--- src/rtl/dsp_pkg.sv ---
// -----------------------------------------------------------------------------
// dsp_pkg
// Shared definitions for the DSP slice datapath.
//   - DSP_DATA_W   : default B/D datapath width.
//   - OP_PREADD /
//     OP_SUB       : OPMODE bit positions that select the pre-adder and its
//                    subtract mode; the slice top slices opmode with these.
//   - preadd_ctrl_t: packed pre-adder control word carried through the
//                    optional control register.
//   - preadd_op_e  : decoded pre-adder operation.
// -----------------------------------------------------------------------------
package dsp_pkg;

    localparam int unsigned DSP_DATA_W = 18;

    localparam int unsigned OP_PREADD = 4;
    localparam int unsigned OP_SUB    = 6;

    typedef struct packed {
        logic preadd_en;
        logic sub;
    } preadd_ctrl_t;

    typedef enum logic [1:0] {
        PaPass = 2'd0,
        PaAdd  = 2'd1,
        PaSub  = 2'd2
    } preadd_op_e;

    // sub is a don't-care when the pre-adder is disabled.
    function automatic preadd_op_e decode_preadd(preadd_ctrl_t ctrl);
        if (!ctrl.preadd_en) begin
            return PaPass;
        end
        return ctrl.sub ? PaSub : PaAdd;
    endfunction

    // Extract the pre-adder controls from a full OPMODE word.
    function automatic preadd_ctrl_t opmode_to_ctrl(logic [OP_SUB:0] opmode);
        preadd_ctrl_t ctrl;
        ctrl.preadd_en = opmode[OP_PREADD];
        ctrl.sub       = opmode[OP_SUB];
        return ctrl;
    endfunction

endpackage

--- src/rtl/pipe_reg.sv ---
// -----------------------------------------------------------------------------
// pipe_reg
// Optional pipeline register with clock enable and asynchronous active-low
// clear. With EN=0 the register is replaced by a wire and clk/rst_n/ce_i are
// ignored.
// Ports:
//   clk   : rising-edge clock
//   rst_n : asynchronous active-low reset, clears the register to 0
//   ce_i  : clock enable, load on clk rise when high, hold when low
//   d_i   : data in
//   q_o   : registered (EN=1) or direct (EN=0) data out
// -----------------------------------------------------------------------------
module pipe_reg #(
    parameter int unsigned WIDTH = 1,
    parameter bit          EN    = 1'b1
) (
    input  logic             clk,
    input  logic             rst_n,
    input  logic             ce_i,
    input  logic [WIDTH-1:0] d_i,
    output logic [WIDTH-1:0] q_o
);

    if (EN) begin : g_reg
        logic [WIDTH-1:0] data_d;
        logic [WIDTH-1:0] data_q;

        always_comb begin
            data_d = data_q;
            if (ce_i) begin
                data_d = d_i;
            end
        end

        always_ff @(posedge clk or negedge rst_n) begin
            if (!rst_n) begin
                data_q <= '0;
            end else begin
                data_q <= data_d;
            end
        end

        assign q_o = data_q;
    end else begin : g_wire
        // Clock, reset and enable have no function in the bypassed form.
        logic unused_ctrl;
        assign unused_ctrl = ^{clk, rst_n, ce_i};

        assign q_o = d_i;
    end

endmodule

--- src/rtl/dsp_preadd_stage.sv ---
// -----------------------------------------------------------------------------
// dsp_preadd_stage
// Registered B pre-adder stage of the DSP slice, fed from the B-input mux.
// Stage 0 optionally registers B, D and the pre-adder controls in parallel;
// the combinational pre-adder produces D+B, D-B or B; stage 1 optionally
// registers the result, which drives the multiplier operand and the cascade.
// A valid tag travels alongside B through both stages on the B clock enables
// so it stays aligned with b_out through stalls.
// Ports:
//   clk, rst_n           : clock, asynchronous active-low reset
//   b_in, d_in           : B word and D operand
//   preadd_en, sub       : 0x -> pass B, 10 -> D+B, 11 -> D-B
//   valid_in             : sample tag for b_in/d_in
//   ce_b0, ce_d, ce_op   : stage-0 enables (B0 + valid0, D, controls)
//   ce_b1                : stage-1 enable (B1 + valid1)
//   b_out, bcout         : multiplier B operand and identical cascade copy
//   valid_out            : tag aligned with b_out
// -----------------------------------------------------------------------------
module dsp_preadd_stage
    import dsp_pkg::*;
#(
    parameter int unsigned WIDTH = DSP_DATA_W,
    parameter bit          B0REG = 1'b1,
    parameter bit          DREG  = 1'b1,
    parameter bit          OPREG = 1'b1,
    parameter bit          B1REG = 1'b1
) (
    input  logic             clk,
    input  logic             rst_n,
    input  logic [WIDTH-1:0] b_in,
    input  logic [WIDTH-1:0] d_in,
    input  logic             preadd_en,
    input  logic             sub,
    input  logic             valid_in,
    input  logic             ce_b0,
    input  logic             ce_d,
    input  logic             ce_op,
    input  logic             ce_b1,
    output logic [WIDTH-1:0] b_out,
    output logic [WIDTH-1:0] bcout,
    output logic             valid_out
);

    // ---------------------------------------------------------------------
    // Stage 0
    // ---------------------------------------------------------------------
    logic [WIDTH-1:0] b0;
    logic [WIDTH-1:0] d0;
    preadd_ctrl_t     ctrl_in;
    preadd_ctrl_t     ctrl0;
    logic             v0;

    assign ctrl_in.preadd_en = preadd_en;
    assign ctrl_in.sub       = sub;

    pipe_reg #(
        .WIDTH (WIDTH),
        .EN    (B0REG)
    ) u_b0_reg (
        .clk   (clk),
        .rst_n (rst_n),
        .ce_i  (ce_b0),
        .d_i   (b_in),
        .q_o   (b0)
    );

    pipe_reg #(
        .WIDTH (WIDTH),
        .EN    (DREG)
    ) u_d_reg (
        .clk   (clk),
        .rst_n (rst_n),
        .ce_i  (ce_d),
        .d_i   (d_in),
        .q_o   (d0)
    );

    // Controls captured on the same edge as B/D apply to that sample.
    pipe_reg #(
        .WIDTH ($bits(preadd_ctrl_t)),
        .EN    (OPREG)
    ) u_op_reg (
        .clk   (clk),
        .rst_n (rst_n),
        .ce_i  (ce_op),
        .d_i   (ctrl_in),
        .q_o   (ctrl0)
    );

    // The tag follows B, so it shares the B0 enable rather than a CE of its own.
    pipe_reg #(
        .WIDTH (1),
        .EN    (B0REG)
    ) u_v0_reg (
        .clk   (clk),
        .rst_n (rst_n),
        .ce_i  (ce_b0),
        .d_i   (valid_in),
        .q_o   (v0)
    );

    // ---------------------------------------------------------------------
    // Pre-adder: unsigned modulo 2^WIDTH, carry and borrow are dropped.
    // ---------------------------------------------------------------------
    logic [WIDTH-1:0] pa;

    always_comb begin
        pa = b0;
        unique case (decode_preadd(ctrl0))
            PaAdd:   pa = d0 + b0;
            PaSub:   pa = d0 - b0;
            default: pa = b0;
        endcase
    end

    // ---------------------------------------------------------------------
    // Stage 1
    // ---------------------------------------------------------------------
    logic [WIDTH-1:0] b1;
    logic             v1;

    pipe_reg #(
        .WIDTH (WIDTH),
        .EN    (B1REG)
    ) u_b1_reg (
        .clk   (clk),
        .rst_n (rst_n),
        .ce_i  (ce_b1),
        .d_i   (pa),
        .q_o   (b1)
    );

    pipe_reg #(
        .WIDTH (1),
        .EN    (B1REG)
    ) u_v1_reg (
        .clk   (clk),
        .rst_n (rst_n),
        .ce_i  (ce_b1),
        .d_i   (v0),
        .q_o   (v1)
    );

    assign b_out     = b1;
    assign bcout     = b1;
    assign valid_out = v1;

endmodule
--- config.mk ---
export PLATFORM = sky130hd
export DESIGN_NAME = dsp_preadd_stage
export DESIGN_NICKNAME = d
export VERILOG_FILES = /design/src/rtl/dsp_pkg.sv /design/src/rtl/pipe_reg.sv /design/src/rtl/dsp_preadd_stage.sv
export SDC_FILE = /design/constraint.sdc
export NUM_CORES = 1
export LEC_CHECK = 0
export CAP_MARGIN = 20
export CORE_MARGIN = 3
export CORE_UTILIZATION = 40
export DETAILED_ROUTE_END_ITERATION = 8
export PLACE_DENSITY = 0.66
export SLEW_MARGIN = 0
export SYNTH_ARGS = -nofsm -noshare
export SYNTH_HDL_FRONTEND = slang
export SYNTH_SLANG_ARGS = --single-unit
export TNS_END_PERCENT = 10
--- constraint.sdc ---
create_clock -name clk -period 5.9 [get_ports clk]
set_input_delay 0.59 -clock clk [delete_from_list [all_inputs] [get_ports clk]]
set_output_delay 0.59 -clock clk [all_outputs]
set_load 0.02 [all_outputs]
==> run summary <==
The routed design could run at a clock period as short as 3900 ps. Data arrives at the worst endpoint at 4160 ps. For the number of global-route vias before repair, the log shows 2726. The total count of max-transition violations in the final report was 0; the number of setup violations in the final report was 0. The pre-antenna-repair detailed-routing pass consisted of 4 iterations. The floorplan step set the die height to 101 µm.

The logs give 59 for the maximum number of pins on one net before global-route repair and 0 for the count of yosys warnings during synthesis. After detailed routing, the number of remaining DRC violations is 0. The starting utilization of the core area was 0.414; the setup fix buffers added after clock tree synthesis was 0. Number of hold buffers added after CTS: 0. Once detail routing completed, the nets flagged for antenna violations numbered 0. The detailed router finished its first iteration with 157 violations.

The routed design has 8.40 mm of wire. Proportion of layout cells with a drive suffix above 1: 0.129. The number of endpoints with negative hold slack in the final report is 0. The reg-to-reg setup timing slack is 2000 ps.

In the final layout, the multi-input gates occupy 1940 µm². Relative slew slack: 0.339. Switching portion of total power: 0.362. The combined flip-flop and latch cell area was 1450 µm²; the share of total power in combinational logic was 0.432. Setup repair after global routing left no endpoint under its margin. Counting flops with a built-in enable in the synthesized netlist gives 0. The H-tree was split into 3 levels.

The logs give 0.811 for the final estimated routing congestion in global placement and 0.231 for the part of the total power dissipated in the clock network. The sort of element at the end of the critical path is a flop. Final instance area: 4580 µm².

The standard-cell row count was 34; the post-cts repair resize count was 0. The tools report the total inserted antenna cells as 0. The routed layout has 2834 vias. Summed over all failing endpoints, the final setup total negative slack is 0 ps. Counting along the longest clock path gives a buffer depth of 2. The core region is 8810 µm².

For the share of power burned in registers, the log shows 0.337. The worst min-delay path category was in2async. The run gives 3640 µm² as the netlist area before placement. Data on the critical path is required at its endpoint by 6160 ps.

The number of violations of the max-capacitance limit was 0; the total of buffers placed on input and output ports was 81. The most common library cell in the layout ignoring fill and taps is clkdlybuf4s50_1. TritonCTS buffer count: 9.

The flow ran to the end, and the final reports show no timing, DRC or antenna violations. Summing all placed instances gives a cell area of 4400 µm². Uppermost layer routed: met4. TritonCTS built the clock tree.

Most instantiated flip-flop cell in the synthesis netlist: dfrtp_1. The logs give 6.39 mm for the total half-perimeter wirelength after legalization and detailed placement and 427 µm for the detailed route wirelength on metal3. Detailed-route wire length on metal 1: 4.16 mm. For this design the total switching power over the nets is 0.000558 W.

The number of top-level design ports is 82. The clock slew at the register clock pins of the worst setup and hold paths works out to 70 ps. The total of flip-flops plus latches after synthesis was 58; the area growth from synthesis to layout was 25.7%. After detailed routing, the average wire length per cell comes to 15.5 µm.

The number of nets produced by synthesis came out at 433. In the detailed route, the total length drawn on met2 is 3.68 mm. Insertion delay to the later sink of the worst-skew pair: 340 ps.

Sum of overflow across all layers after global routing: 0. Critical path class: reg2reg. The fraction of registers with async set/reset came out at 1.00. The final worst-path cycle share is 0.661, and the initial antenna violation count is 0.

The slew at the pin with the worst max-slew slack was 988 ps. The post-synthesis sequential area ratio was 0.398. The library cells used most frequently in the layout, excluding fill and tap cells, are 80 x clkdlybuf4s50_1, 58 x dfrtp_1, 35 x a21oi_1, 35 x mux2_2, 28 x o21ai_0. For the maximum resistive drop on vdd, the log shows 0.000139 V. The vias per cell is 5.24.

The floorplan die area is 10300 µm², and the horizontal die dimension is 101 µm. The largest fanout of any net on the critical path came out at 25. Clock tree synthesis selected as its root buffer the cell clkbuf_8. The final setup skew was 8.64 ps; the TritonCTS sink count was 58.

Synthesis produced 369 cells. Power spread over the standard cell area amounts to 336 nW/µm². In this run the static leakage power is 1.94 nW.

The logs give 0.172 for the global-route usage over all layers and 45 for the number of different library cells in the post-synthesis netlist. The maximum operating frequency was 256 MHz. For this run, the post-layout net count is 493.

The mean area per synthesized cell was 9.87 µm². The filler cells instantiated in the layout total 812. Cell internal power was estimated by the tool at 0.000984 W. STA classifies the critical path startpoint as a flop. The wire length of the first global-routing pass was 13.7 mm.
## layer usage
layer	track usage	up-vias
met5	0	-
met4	0.0624	0
met3	0.0337	10
met2	0.259	87
met1	0.247	1328
li1	-	1409
## critical path: stages (launching register included)
cell      delay [ps]
dfrtp_1          980
and2_1           440
a21oi_1          160
o31ai_1          290
xor2_1           170
ha_1             300
a21oi_1          290
o21ai_0          150
a221oi_1         330
nand3_1          180
xnor2_2          170
a21o_2           220
a31oi_1          140
## cells by family after synthesis
group / Yosys count / share of synthesized area
buffers and inverters: 47 / 0.0694
xor gates and xnor gates: 30 / 0.0742
DFF: 58 / 0.398
AOI/OAI and AO/OA: 92 / 0.147
and+or+nand+nor: 77 / 0.105
muxes: 46 / 0.138
adders and majority gates: 19 / 0.0673
## path summary, 6_finish.rpt
path / from / end / cells after the start
worst max-delay path: u_op_reg.q_o[1] / u_b1_reg.q_o[17] / 12
worst min-delay path: rst_n / u_b1_reg.q_o[2] / 2
worst max register to register: u_op_reg.q_o[1] / u_b1_reg.q_o[17] / 12
worst min register to register: u_v0_reg.q_o / u_v0_reg.q_o / 1
max in group asynchronous: rst_n / u_d_reg.q_o[9] / 2
min in group clk: u_v0_reg.q_o / u_v0_reg.q_o / 1
## synthesized netlist by cell type (all sizes together), types with 2 or more instances
library cell   n  area [µm²]
a211oi         2        15.0
a21o          10        76.3
a21oi         36         184
a31oi          4        25.0
buf           21         155
clkbuf        13        48.8
dfrtp         58        1450
ha            18         225
inv           13        48.8
mux2          35         394
mux2i         11         110
nand2         24        90.1
nand2b         3        18.8
nand3          5        25.0
nand3b         2        15.0
nand4          2        12.5
nor2          21        78.8
nor2b          3        18.8
nor3           7        35.0
nor4           2        27.5
o211ai         3        22.5
o21ai         28         140
o31ai          3        22.5
o41ai          2        17.5
or4            3        26.3
xnor2         16         148
xor2          14         123
## flip-flops by register name (all words and copies together) (netlist names)
signal and cells:
u_op_reg.q_o 2, u_d_reg.q_o 18, u_v1_reg.q_o 1, u_v0_reg.q_o 1, u_b1_reg.q_o 18, u_b0_reg.q_o 18
## power groups by stage
stage	Sequential (W)	Clock, W	Combinational (W)
after floorplan	0.000550	0	0.000432
after global placement	0.000524	0	0.000660
after detailed placement	0.000528	0	0.000664
after CTS	0.000521	0.000365	0.000668
after global routing	0.000530	0.000381	0.000728
final	0.000520	0.000355	0.000666
## metrics by stage
step / hold slack (ps) / utilization / setup slack (ps) / cells / total power [W]
floorplan: 294 / - / 2670 / 369 / 0.000981
global placement: 483 / 0.499 / 2140 / 526 / 0.00118
detailed placement: 499 / 0.499 / 2040 / 526 / 0.00119
CTS: 412 / 0.520 / 2020 / 541 / 0.00155
global route: 462 / 0.520 / 1690 / 541 / 0.00164
finish: 392 / 0.520 / 2000 / 541 / 0.00154
## cell type report
cell class,count,area share
tap,108,0.0295
sequential,58,0.317
inverter,13,0.0107
timing repair buffer,83,0.179
clock inverter,3,0.00874
clock buffer,12,0.0317
multi-input combinational,264,0.423
Note: power is estimated with default switching activity, not from simulation.
